File: config.mk
export PLATFORM = sky130hd
export DESIGN_NAME = sccb_write_arbiter
export DESIGN_NICKNAME = d
export VERILOG_FILES = /design/src/rtl/sccb_pkg.sv /design/src/rtl/sccb_rr_picker.sv /design/src/rtl/sccb_write_arbiter.sv
export SDC_FILE = /design/constraint.sdc
export NUM_CORES = 1
export LEC_CHECK = 0
export BUFFER_PORTS_ARGS = -buffer_cell sky130_fd_sc_hd__buf_4
export CAP_MARGIN = 20
export CELL_PAD_IN_SITES_DETAIL_PLACEMENT = 0
export CELL_PAD_IN_SITES_GLOBAL_PLACEMENT = 1
export CORE_MARGIN = 2
export CORE_UTILIZATION = 37
export CTS_CLUSTER_DIAMETER = 50
export CTS_CLUSTER_SIZE = 40
export DETAILED_ROUTE_END_ITERATION = 7
export GPL_ROUTABILITY_DRIVEN = 0
export PLACE_DENSITY_LB_ADDON = 0.3
export SYNTH_ARGS = -nofsm -noshare
export SYNTH_HDL_FRONTEND = slang
export SYNTH_SLANG_ARGS = --single-unit
export TNS_END_PERCENT = 1
File: constraint.sdc
create_clock -name clk_50 -period 3.68 [get_ports clk_50]
set_clock_uncertainty 0.05 [all_clocks]
set_input_delay 0.184 -clock clk_50 [delete_from_list [all_inputs] [get_ports clk_50]]
set_output_delay 0.184 -clock clk_50 [all_outputs]
set_load 0.005 [all_outputs]
File: src/rtl/sccb_pkg.sv
// Shared definitions for the SCCB write arbiter.
// Contents: FSM state encodings, SCCB device id, COM7 soft-reset write value,
// default timing constants and a small max helper used for counter sizing.
package sccb_pkg;

  typedef logic [2:0] state_t;

  localparam state_t StGuard  = 3'd0;
  localparam state_t StIdle   = 3'd1;
  localparam state_t StSend   = 3'd2;
  localparam state_t StWait   = 3'd3;
  localparam state_t StSettle = 3'd4;

  localparam logic [7:0]  SCCB_ID    = 8'h42;
  localparam logic [15:0] COM7_RESET = 16'h1280;

  localparam int unsigned DEF_NUM_REQ       = 4;
  localparam int unsigned DEF_XFER_CYCLES   = 8448;
  localparam int unsigned DEF_TAKEN_TIMEOUT = 16384;
  localparam int unsigned DEF_SETTLE_CYCLES = 50000;

  function automatic int unsigned max3(input int unsigned a, input int unsigned b,
                                       input int unsigned c);
    int unsigned m;
    m = (a > b) ? a : b;
    return (m > c) ? m : c;
  endfunction

endpackage

File: src/rtl/sccb_rr_picker.sv
// Combinational requester picker: index 0 has absolute priority, the rest are
// served round-robin starting at rr_ptr (which is always in 1..NUM_REQ-1).
// Ports:
//   req     in   NUM_REQ  live request levels
//   rr_ptr  in   IDX_W    first index of the round-robin search
//   winner  out  IDX_W    chosen requester (only meaningful when valid)
//   valid   out  1        at least one request is asserted
module sccb_rr_picker
  import sccb_pkg::*;
#(
  parameter int unsigned NUM_REQ = DEF_NUM_REQ,
  parameter int unsigned IDX_W   = $clog2(NUM_REQ)
) (
  input  logic [NUM_REQ-1:0] req,
  input  logic [IDX_W-1:0]   rr_ptr,
  output logic [IDX_W-1:0]   winner,
  output logic               valid
);

  logic              found;
  int unsigned       idx;
  logic [IDX_W-1:0]  cand;

  always_comb begin
    winner = '0;
    found  = 1'b0;
    idx    = 0;
    cand   = '0;
    if (req[0]) begin
      found = 1'b1;
    end
    for (int unsigned k = 0; k < NUM_REQ - 1; k++) begin
      // (rr_ptr - 1 + k) mod (NUM_REQ - 1), kept non-negative, mapped back to 1..NUM_REQ-1
      idx  = ((32'(rr_ptr) + NUM_REQ - 2 + k) % (NUM_REQ - 1)) + 1;
      cand = IDX_W'(idx);
      if (!found && req[cand]) begin
        winner = cand;
        found  = 1'b1;
      end
    end
    valid = |req;
  end

endmodule

File: src/rtl/sccb_write_arbiter.sv
// Shares one SCCB write engine (i2c_sender) among NUM_REQ register-write requesters.
// Requester 0 (power-up sequencer) has absolute priority; the others are round-robin.
// Each write is latched, handed to the engine with send, and timed from taken to
// completion, after which done (or err on taken timeout) pulses to the issuer.
// Optional feature macro: SCCB_ARB_SETTLE_EN -- after a COM7 soft-reset write
// (0x12/0x80) hold busy for SETTLE_CYCLES more before reporting done.
// Ports:
//   clk_50     in   system clock
//   rst_n      in   synchronous active-low reset
//   req        in   per-requester request level, held until gnt
//   req_addr   in   register address, slice i = [8i+7:8i]
//   req_data   in   register value, same slicing
//   gnt        out  1-cycle pulse: request latched
//   done       out  1-cycle pulse: write finished
//   err        out  1-cycle pulse: write aborted (no taken)
//   busy       out  high in every state except idle
//   send       out  to i2c_sender.send
//   reg_addr   out  to i2c_sender.data
//   reg_value  out  to i2c_sender.value
//   taken      in   from i2c_sender.taken
module sccb_write_arbiter
  import sccb_pkg::*;
#(
  parameter int unsigned NUM_REQ       = DEF_NUM_REQ,
  parameter int unsigned XFER_CYCLES   = DEF_XFER_CYCLES,
  parameter int unsigned TAKEN_TIMEOUT = DEF_TAKEN_TIMEOUT,
  parameter int unsigned SETTLE_CYCLES = DEF_SETTLE_CYCLES
) (
  input  logic                 clk_50,
  input  logic                 rst_n,
  input  logic [NUM_REQ-1:0]   req,
  input  logic [8*NUM_REQ-1:0] req_addr,
  input  logic [8*NUM_REQ-1:0] req_data,
  output logic [NUM_REQ-1:0]   gnt,
  output logic [NUM_REQ-1:0]   done,
  output logic [NUM_REQ-1:0]   err,
  output logic                 busy,
  output logic                 send,
  output logic [7:0]           reg_addr,
  output logic [7:0]           reg_value,
  input  logic                 taken
);

  localparam int unsigned IDX_W   = $clog2(NUM_REQ);
  localparam int unsigned CNT_MAX = max3(XFER_CYCLES, TAKEN_TIMEOUT, SETTLE_CYCLES);
  localparam int unsigned CNT_W   = $clog2(CNT_MAX);

  state_t             state;
  logic [CNT_W-1:0]   cnt;
  logic [IDX_W-1:0]   rr_ptr;
  logic [IDX_W-1:0]   win;
  logic [IDX_W-1:0]   rr_next;
  logic [IDX_W-1:0]   pick_idx;
  logic               pick_valid;
  logic [7:0]         pick_addr;
  logic [7:0]         pick_data;

  function automatic logic [NUM_REQ-1:0] onehot(input logic [IDX_W-1:0] i);
    logic [NUM_REQ-1:0] v;
    v    = '0;
    v[i] = 1'b1;
    return v;
  endfunction

  sccb_rr_picker #(
    .NUM_REQ (NUM_REQ),
    .IDX_W   (IDX_W)
  ) u_picker (
    .req    (req),
    .rr_ptr (rr_ptr),
    .winner (pick_idx),
    .valid  (pick_valid)
  );

  assign pick_addr = req_addr[{pick_idx, 3'b000} +: 8];
  assign pick_data = req_data[{pick_idx, 3'b000} +: 8];
  assign rr_next   = (32'(win) == NUM_REQ - 1) ? IDX_W'(1) : win + IDX_W'(1);
  assign busy      = (state != StIdle);

  always_ff @(posedge clk_50) begin
    if (!rst_n) begin
      state     <= StGuard;
      cnt       <= CNT_W'(XFER_CYCLES - 1);
      rr_ptr    <= IDX_W'(1);
      win       <= '0;
      gnt       <= '0;
      done      <= '0;
      err       <= '0;
      send      <= 1'b0;
      reg_addr  <= '0;
      reg_value <= '0;
    end else begin
      gnt  <= '0;
      done <= '0;
      err  <= '0;
      unique case (state)
        // The engine has no reset: let any transfer it was running drain first.
        StGuard: begin
          if (cnt == '0) state <= StIdle;
          else           cnt   <= cnt - CNT_W'(1);
        end
        StIdle: begin
          if (pick_valid) begin
            win       <= pick_idx;
            gnt       <= onehot(pick_idx);
            reg_addr  <= pick_addr;
            reg_value <= pick_data;
            send      <= 1'b1;
            cnt       <= CNT_W'(TAKEN_TIMEOUT - 1);
            state     <= StSend;
          end
        end
        StSend: begin
          // Drop send on the taken edge so the engine does not re-trigger.
          if (taken) begin
            send  <= 1'b0;
            cnt   <= CNT_W'(XFER_CYCLES - 1);
            state <= StWait;
          end else if (cnt == '0) begin
            send  <= 1'b0;
            err   <= onehot(win);
            state <= StIdle;
          end else begin
            cnt <= cnt - CNT_W'(1);
          end
        end
        StWait: begin
          if (cnt != '0) begin
            cnt <= cnt - CNT_W'(1);
          end
`ifdef SCCB_ARB_SETTLE_EN
          else if ({reg_addr, reg_value} == COM7_RESET) begin
            cnt   <= CNT_W'(SETTLE_CYCLES - 1);
            state <= StSettle;
          end
`endif
          else begin
            done  <= onehot(win);
            state <= StIdle;
            if (win != '0) rr_ptr <= rr_next;
          end
        end
`ifdef SCCB_ARB_SETTLE_EN
        StSettle: begin
          if (cnt != '0) begin
            cnt <= cnt - CNT_W'(1);
          end else begin
            done  <= onehot(win);
            state <= StIdle;
            if (win != '0) rr_ptr <= rr_next;
          end
        end
`endif
        default: begin
          send  <= 1'b0;
          cnt   <= CNT_W'(XFER_CYCLES - 1);
          state <= StGuard;
        end
      endcase
    end
  end

endmodule

# [Word level (Yosys, flattened, before mapping)]
# Cells that the tools add are included.
[word_totals] reg_bits=52 latch_bits=0 ramBits=0 rom_bits=0 elab_cells=99 mem_count=0
[op_classes] addsub=9 mul=0 div=3 n_lt_le_gt_ge=7 eq_ne=9 shifts=2 muxes=31 bitwise=6 n_reduce_logical=22
[op_table] cell="32-bit by 2-bit remainder unit with 32-bit output (second input constant)" n=3
[op_table] cell="16-bit 2-to-1 mux" n=4
[op_table] cell="16-bit one-hot mux with 4 select lines" n=1
[op_table] cell="32-bit by 6-bit variable part select with 8-bit output" n=2
[op_table] cell="32-bit by 1-bit adder with 32-bit output (second input constant)" n=1
[op_table] cell="32-bit by 2-bit adder with 32-bit output (second input constant)" n=1
[op_table] cell="16-bit logical NOT" n=1
[op_table] cell="16-bit nonzero test" n=1
[op_table] cell="16-bit by 1-bit subtractor with 16-bit output (second input constant)" n=1
[op_table] cell="2-bit by 3-bit less-than comparator with 1-bit output (second input constant)" n=5
[op_table] cell="3-bit 2-to-1 mux" n=4
[op_table] cell="3-bit one-hot mux with 4 select lines" n=1
[op_table] cell="1-bit 2-to-1 mux" n=11
[op_table] cell="3-bit AND reduction" n=3
[op_table] cell="2-bit by 1-bit adder with 2-bit output (second input constant)" n=4
[op_table] cell="2-bit 2-to-1 mux" n=4
[op_table] cell="4-bit OR reduction" n=2
[op_table] cell="1-bit binary-select mux with 2-bit select" n=3
[op_table] cell="3-bit by 2-bit equality test with 1-bit output (second input constant)" n=2
[op_table] cell="2-bit != test (second input constant)" n=3
[op_table] cell="1-bit NOT" n=6
[op_table] cell="2-bit AND reduction" n=3
[op_table] cell="1-bit logical AND" n=5
[op_table] cell="4-bit by 2-bit subtractor with 5-bit output (second input constant)" n=1
[op_table] cell="13 further kinds" n=17

# [Depth between registers and ports, before layout]
[logic_depth] depth_word=18 mapped_depth=10

# [Hierarchy]
# A second synthesis with hierarchy kept.
[hier_totals] hier_cells=317 area_unflattened_um2=2952.8
[modules_own_cells] module="sccb_write_arbiter" n_inst=1 cells_each=294 area_each_um2=2765.2 seq_area_each_um2=1041.0
[modules_own_cells] module="sccb_rr_picker" n_inst=1 cells_each=23 area_each_um2=187.7 seq_area_each_um2=0.0

# [Least setup slack after synthesis]
# No wires, ideal clock.
[synth_timing] path_kind="reg-to-reg" start="register rr_ptr[0]" end="register reg_addr[0]" arrival_ns=2.507 required_time_ns=3.543 setup_slack_ns=1.036 stages_incl_launch_ff=9 n_path_buf=1 path_cell_list="dfxtp_1 > inv_1 > ha_1 > mux4_2 > o22a_1 > o22ai_1 > clkbuf_1 > a211oi_1 > o31ai_1"
[synth_via] elab_chain_len=15 word_cells_on_any_way=27 classes_between="add/sub: 7; div: 3; shift: 1; mux: 11; reduce/logical: 5"
[synth_lines] element="start: declaration" line_no="sccb_write_arbiter.sv:50" rtl="logic [IDX_W-1:0] rr_ptr;"
[synth_lines] element="start signal: assignment" line_no="sccb_write_arbiter.sv:140" rtl="if (win != '0) rr_ptr <= rr_next;"
[synth_lines] element="2-bit by 3-bit adder with 4-bit output *" line_no="sccb_rr_picker.sv:34" rtl="idx = ((32'(rr_ptr) + NUM_REQ - 2 + k) % (NUM_REQ - 1)) + 1;"
[synth_lines] element="4-bit by 2-bit subtractor with 5-bit output *" line_no="sccb_rr_picker.sv:34"
[synth_lines] element="parallel branches: the longest is 11 deep, another holds 32-bit by 1-bit adder with 32-bit output"
[synth_lines] element="2-bit 2-to-1 mux *" line_no="sccb_rr_picker.sv:36" rtl="if (!found && req[cand]) begin"
[synth_lines] element="32-bit by 6-bit variable part select with 8-bit output *" line_no="sccb_write_arbiter.sv:75" rtl="assign pick_addr = req_addr[{pick_idx, 3'b000} +: 8];"
[synth_lines] element="end signal: assignment" line_no="sccb_write_arbiter.sv:106" rtl="reg_addr <= pick_addr;"
[synth_lines] element="end: declaration" line_no="sccb_write_arbiter.sv:39" rtl="output logic [7:0] reg_addr,"
# Every way passes the cells marked *. The select of a mux whose other input is x is not followed.
# A chain may end at the register's enable or synchronous reset.

# [Worst setup path after layout]
[layout_timing] start="register cnt[2]" end="register cnt[15]"
[layout_via] elab_chain_len=4 word_cells_on_any_way=9 classes_between="add/sub: 1; eq/ne: 1; mux: 4; reduce/logical: 3"
[layout_lines] element="start: declaration" line_no="sccb_write_arbiter.sv:49" rtl="logic [CNT_W-1:0] cnt;"
[layout_lines] element="start signal: assignment" line_no="sccb_write_arbiter.sv:83" rtl="cnt <= CNT_W'(XFER_CYCLES - 1);"
[layout_lines] element="start signal: assignment" line_no="sccb_write_arbiter.sv:100" rtl="else cnt <= cnt - CNT_W'(1);"
[layout_lines] element="start signal: assignment" line_no="sccb_write_arbiter.sv:109" rtl="cnt <= CNT_W'(TAKEN_TIMEOUT - 1);"
[layout_lines] element="16-bit by 1-bit subtractor with 16-bit output or 16-bit logical NOT (tied branches)"
[layout_lines] element="16-bit 2-to-1 mux" line_no="sccb_write_arbiter.sv:99, sccb_write_arbiter.sv:119"
[layout_lines] element="16-bit 2-to-1 mux" line_no="sccb_write_arbiter.sv:115" rtl="if (taken) begin"
[layout_lines] element="16-bit one-hot mux with 4 select lines" line_no="sccb_write_arbiter.sv:96" rtl="unique case (state)"
# Several ways; a longest one is shown, not always the timed one. The select of a mux whose other input is x is not followed.

==> flow_summary.json <==
{
  "yosys_most_used_dff": "dfxtp_1",
  "criticalPathCategory": "flip-flop to flip-flop",
  "cts_tree": "done",
  "yosys_warnings": 0,
  "cts_buffers": 5,
  "die_h_um": 95.02,
  "cp_common_cell": "or3_1",
  "dp_hpwl_um": 6347,
  "post_cts_buffers": 0,
  "fmax_mhz": 361.0,
  "grt_use_met3": 0.03715,
  "viasPerCell": 5.510,
  "grt_pass1_vias": 2759,
  "ios": 101,
  "dr.pass1.iters": 5,
  "synthSimpleGateAreaFrac": 0.1718,
  "ys_seq_area_frac": 0.3396,
  "power_leakage_nw": 1.624,
  "synth.largest_area_cell": "dfxtp_1",
  "cp_max_fo": 11,
  "antenna_found_initial": 0,
  "arrival_ns": 2.94,
  "initial_core_util": 0.3769,
  "muxShareOfSynthArea": 0.02694,
  "synthArstFlopShare": 0,
  "synth_top_family_by_area": "compound AO/OA/AOI/OAI gates",
  "clk_pin_slew_worst_paths_ns": 0.11,
  "status": "finished, final reports clean",
  "vdd_ir_drop_max_mv": 0.1478,
  "fin_crit_ns": 2.770,
  "ys_top_cells_by_area": "dfxtp_1 (34%), a21boi_0 (8.6%), a211oi_1 (8.3%), o31ai_1 (4.7%), ha_1 (4.1%)",
  "finalPower_w": 0.001082,
  "post_cts_resized": 0,
  "mostFrequentLayoutCells": "buf_4 (106), dfxtp_1 (52), a21boi_0 (35)",
  "syn-cell-area_mm2": 0.003065,
  "drt_wl_total_um": 8480,
  "drc": 0,
  "stdcell_count": 553,
  "cp_top_family": "simple AND/OR/NAND/NOR gates",
  "synth_top_area_share": 0.3396,
  "slew_headroom": 0.4898,
  "synth_edf_count": 0,
  "numClockSinks": 52,
  "antenna_left": 0,
  "setup_viol": 0,
  "dr.first_iter.drc_count": 184,
  "grt.overflow.total": 0,
  "fin_setup_tns_ns": 0,
  "slew_violations": 0,
  "cts_hold_buf": 0,
  "grtUsageTotal": 0.1849,
  "syn_area_per_cell_um2": 8.515,
  "wl_per_cell_um": 15.33,
  "rsz0062_at_grt": "no",
  "powerDensity_mw_per_mm2": 271.5,
  "drive_gt1_frac": 0.2790,
  "hold_violations": 0,
  "ff2ff_path_depth": 6,
  "setup_slack_ns": 0.9098,
  "core_area_mm2": 0.008134,
  "synthCells": 360,
  "antenna_cells": 0,
  "synth-compound-area-share": 0.3563,
  "grt_max_degree": 35,
  "cts_root_buffer": "clkbuf_8",
  "r2r_setup_slack_ns": 0.91,
  "chipWidth_um": 95.02,
  "holdPathEnd": "cnt[5]",
  "cp_data_required_time_ns": 3.85,
  "numPortBuffers": 100,
  "h-tree-depth": 2,
  "tightest_slew_ns": 0.7583,
  "hold_start": "rst_n",
  "synth_fa_ha_area_frac": 0.04082,
  "final_common_cell": "buf_4",
  "grtUsageMet2": 0.2801,
  "whs_path_depth": 2,
  "syn2layout_area_growth_pct": 30.04,
  "reg2reg_to": "cnt[15]",
  "dieArea_mm2": 0.009029,
  "grt_first_pass_wirelength_um": 13410,
  "crit_slowest_cell": "or4_1",
  "fin_util": 0.4901,
  "slowest_delay_ns": 0.54,
  "num_rows": 33,
  "timing.final.crit_share": 0.7528,
  "synth.distinct_cells": 57,
  "gr-max-usage-layer": "met2",
  "nets": 528,
  "cp-start-kind": "flip-flop",
  "worstSkewPairLatency_ns": 0.31,
  "worst_setup_path_end_kind": "flip-flop",
  "met1_usage": 0.2647,
  "critical_path_buf_inv_count": 0,
  "num_vias": 3047,
  "ys_ff_latch": 52,
  "place_ws_ns": 0.9304,
  "clock_tree.buffer_depth": 2,
  "timing.rr.start": "cnt[2]",
  "worstPathCellList": "or4_1 -> or3_1 -> or3_1 -> a21boi_4 -> o21ai_0 -> a32o_1",
  "hp-class": "input port to flip-flop",
  "maxCapViolCount": 0,
  "dp_cells": 545,
  "synthXorXnorAreaFrac": 0.008571,
  "synth_fp_nets": 441
}
layer usage:
metal  wire (µm)  vias up
li1            -     1532
met1        3969     1404
met2        3907      100
met3         487       11
met4         115        0
met5           0        -
metrics by stage:
stage | hold slack, ns | instance area (µm²)
2_1_floorplan | 0.3697 | 3065
3_3_place_gp | 0.3875 | 3890
3_5_place_dp | 0.3926 | 3890
4_1_cts | 0.1099 | 3986
5_1_grt | 0.1203 | 3986
6_report | 0.1203 | 3986
logic make-up (layout without fill, tap and decap cells):
group	Yosys count	in the layout
fa+ha+maj	10	10
simple gates	103	103
compound gates	146	146
flops	52	52
xor+xnor	3	3
mux	7	7
other cells	1	1
buf+inv	38	126
cell type report:
cell class                 instances  area, µm²
inverter                          11      41.29
multi-input combinational        270       1861
timing repair buffer             107      815.8
sequential                        52       1041
tap                              105      131.4
clock buffer                       5      68.82
fill                             807       4148
clock inverter                     3      27.53
power by group:
group,internal [W],total [W],switching [W]
Combinational,0.0000874,0.000163,0.0000761
Clock,0.000140,0.000347,0.000207
Sequential,0.000567,0.000572,0.00000555
worst max-delay path by stage:
stage	startpoint	endpoint	slack, ns	cells after the start
3_3_place_gp	cnt[2]	cnt[13]	0.94	6
2_1_floorplan	rr_ptr[0]	reg_addr[0]	1.04	8
5_1_grt	rr_ptr[0]	reg_addr[6]	0.71	8
6_report	cnt[2]	cnt[15]	0.91	6
4_1_cts	cnt[2]	cnt[15]	0.92	6
3_5_place_dp	cnt[2]	cnt[13]	0.93	6
flip-flops by register name, indices dropped and copies added (netlist names):
signal     cells
win            2
err            4
gnt            4
done           4
state          3
send           1
cnt           16
reg_addr       8
rr_ptr         2
reg_value      8
synth_stat cells, types with 4 or more instances:
cell,instances
a32o_1,4
nor2_1,18
nand2_1,31
dfxtp_1,52
or3_1,6
nor4_1,6
a211oi_1,34
clkbuf_1,22
and2_1,10
nor3_1,11
mux2i_1,6
inv_1,10
nand2b_1,4
ha_1,10
a21boi_0,35
o31ai_1,19
a21oi_1,10
o21ai_0,13
(Power assumes the default switching activity.)
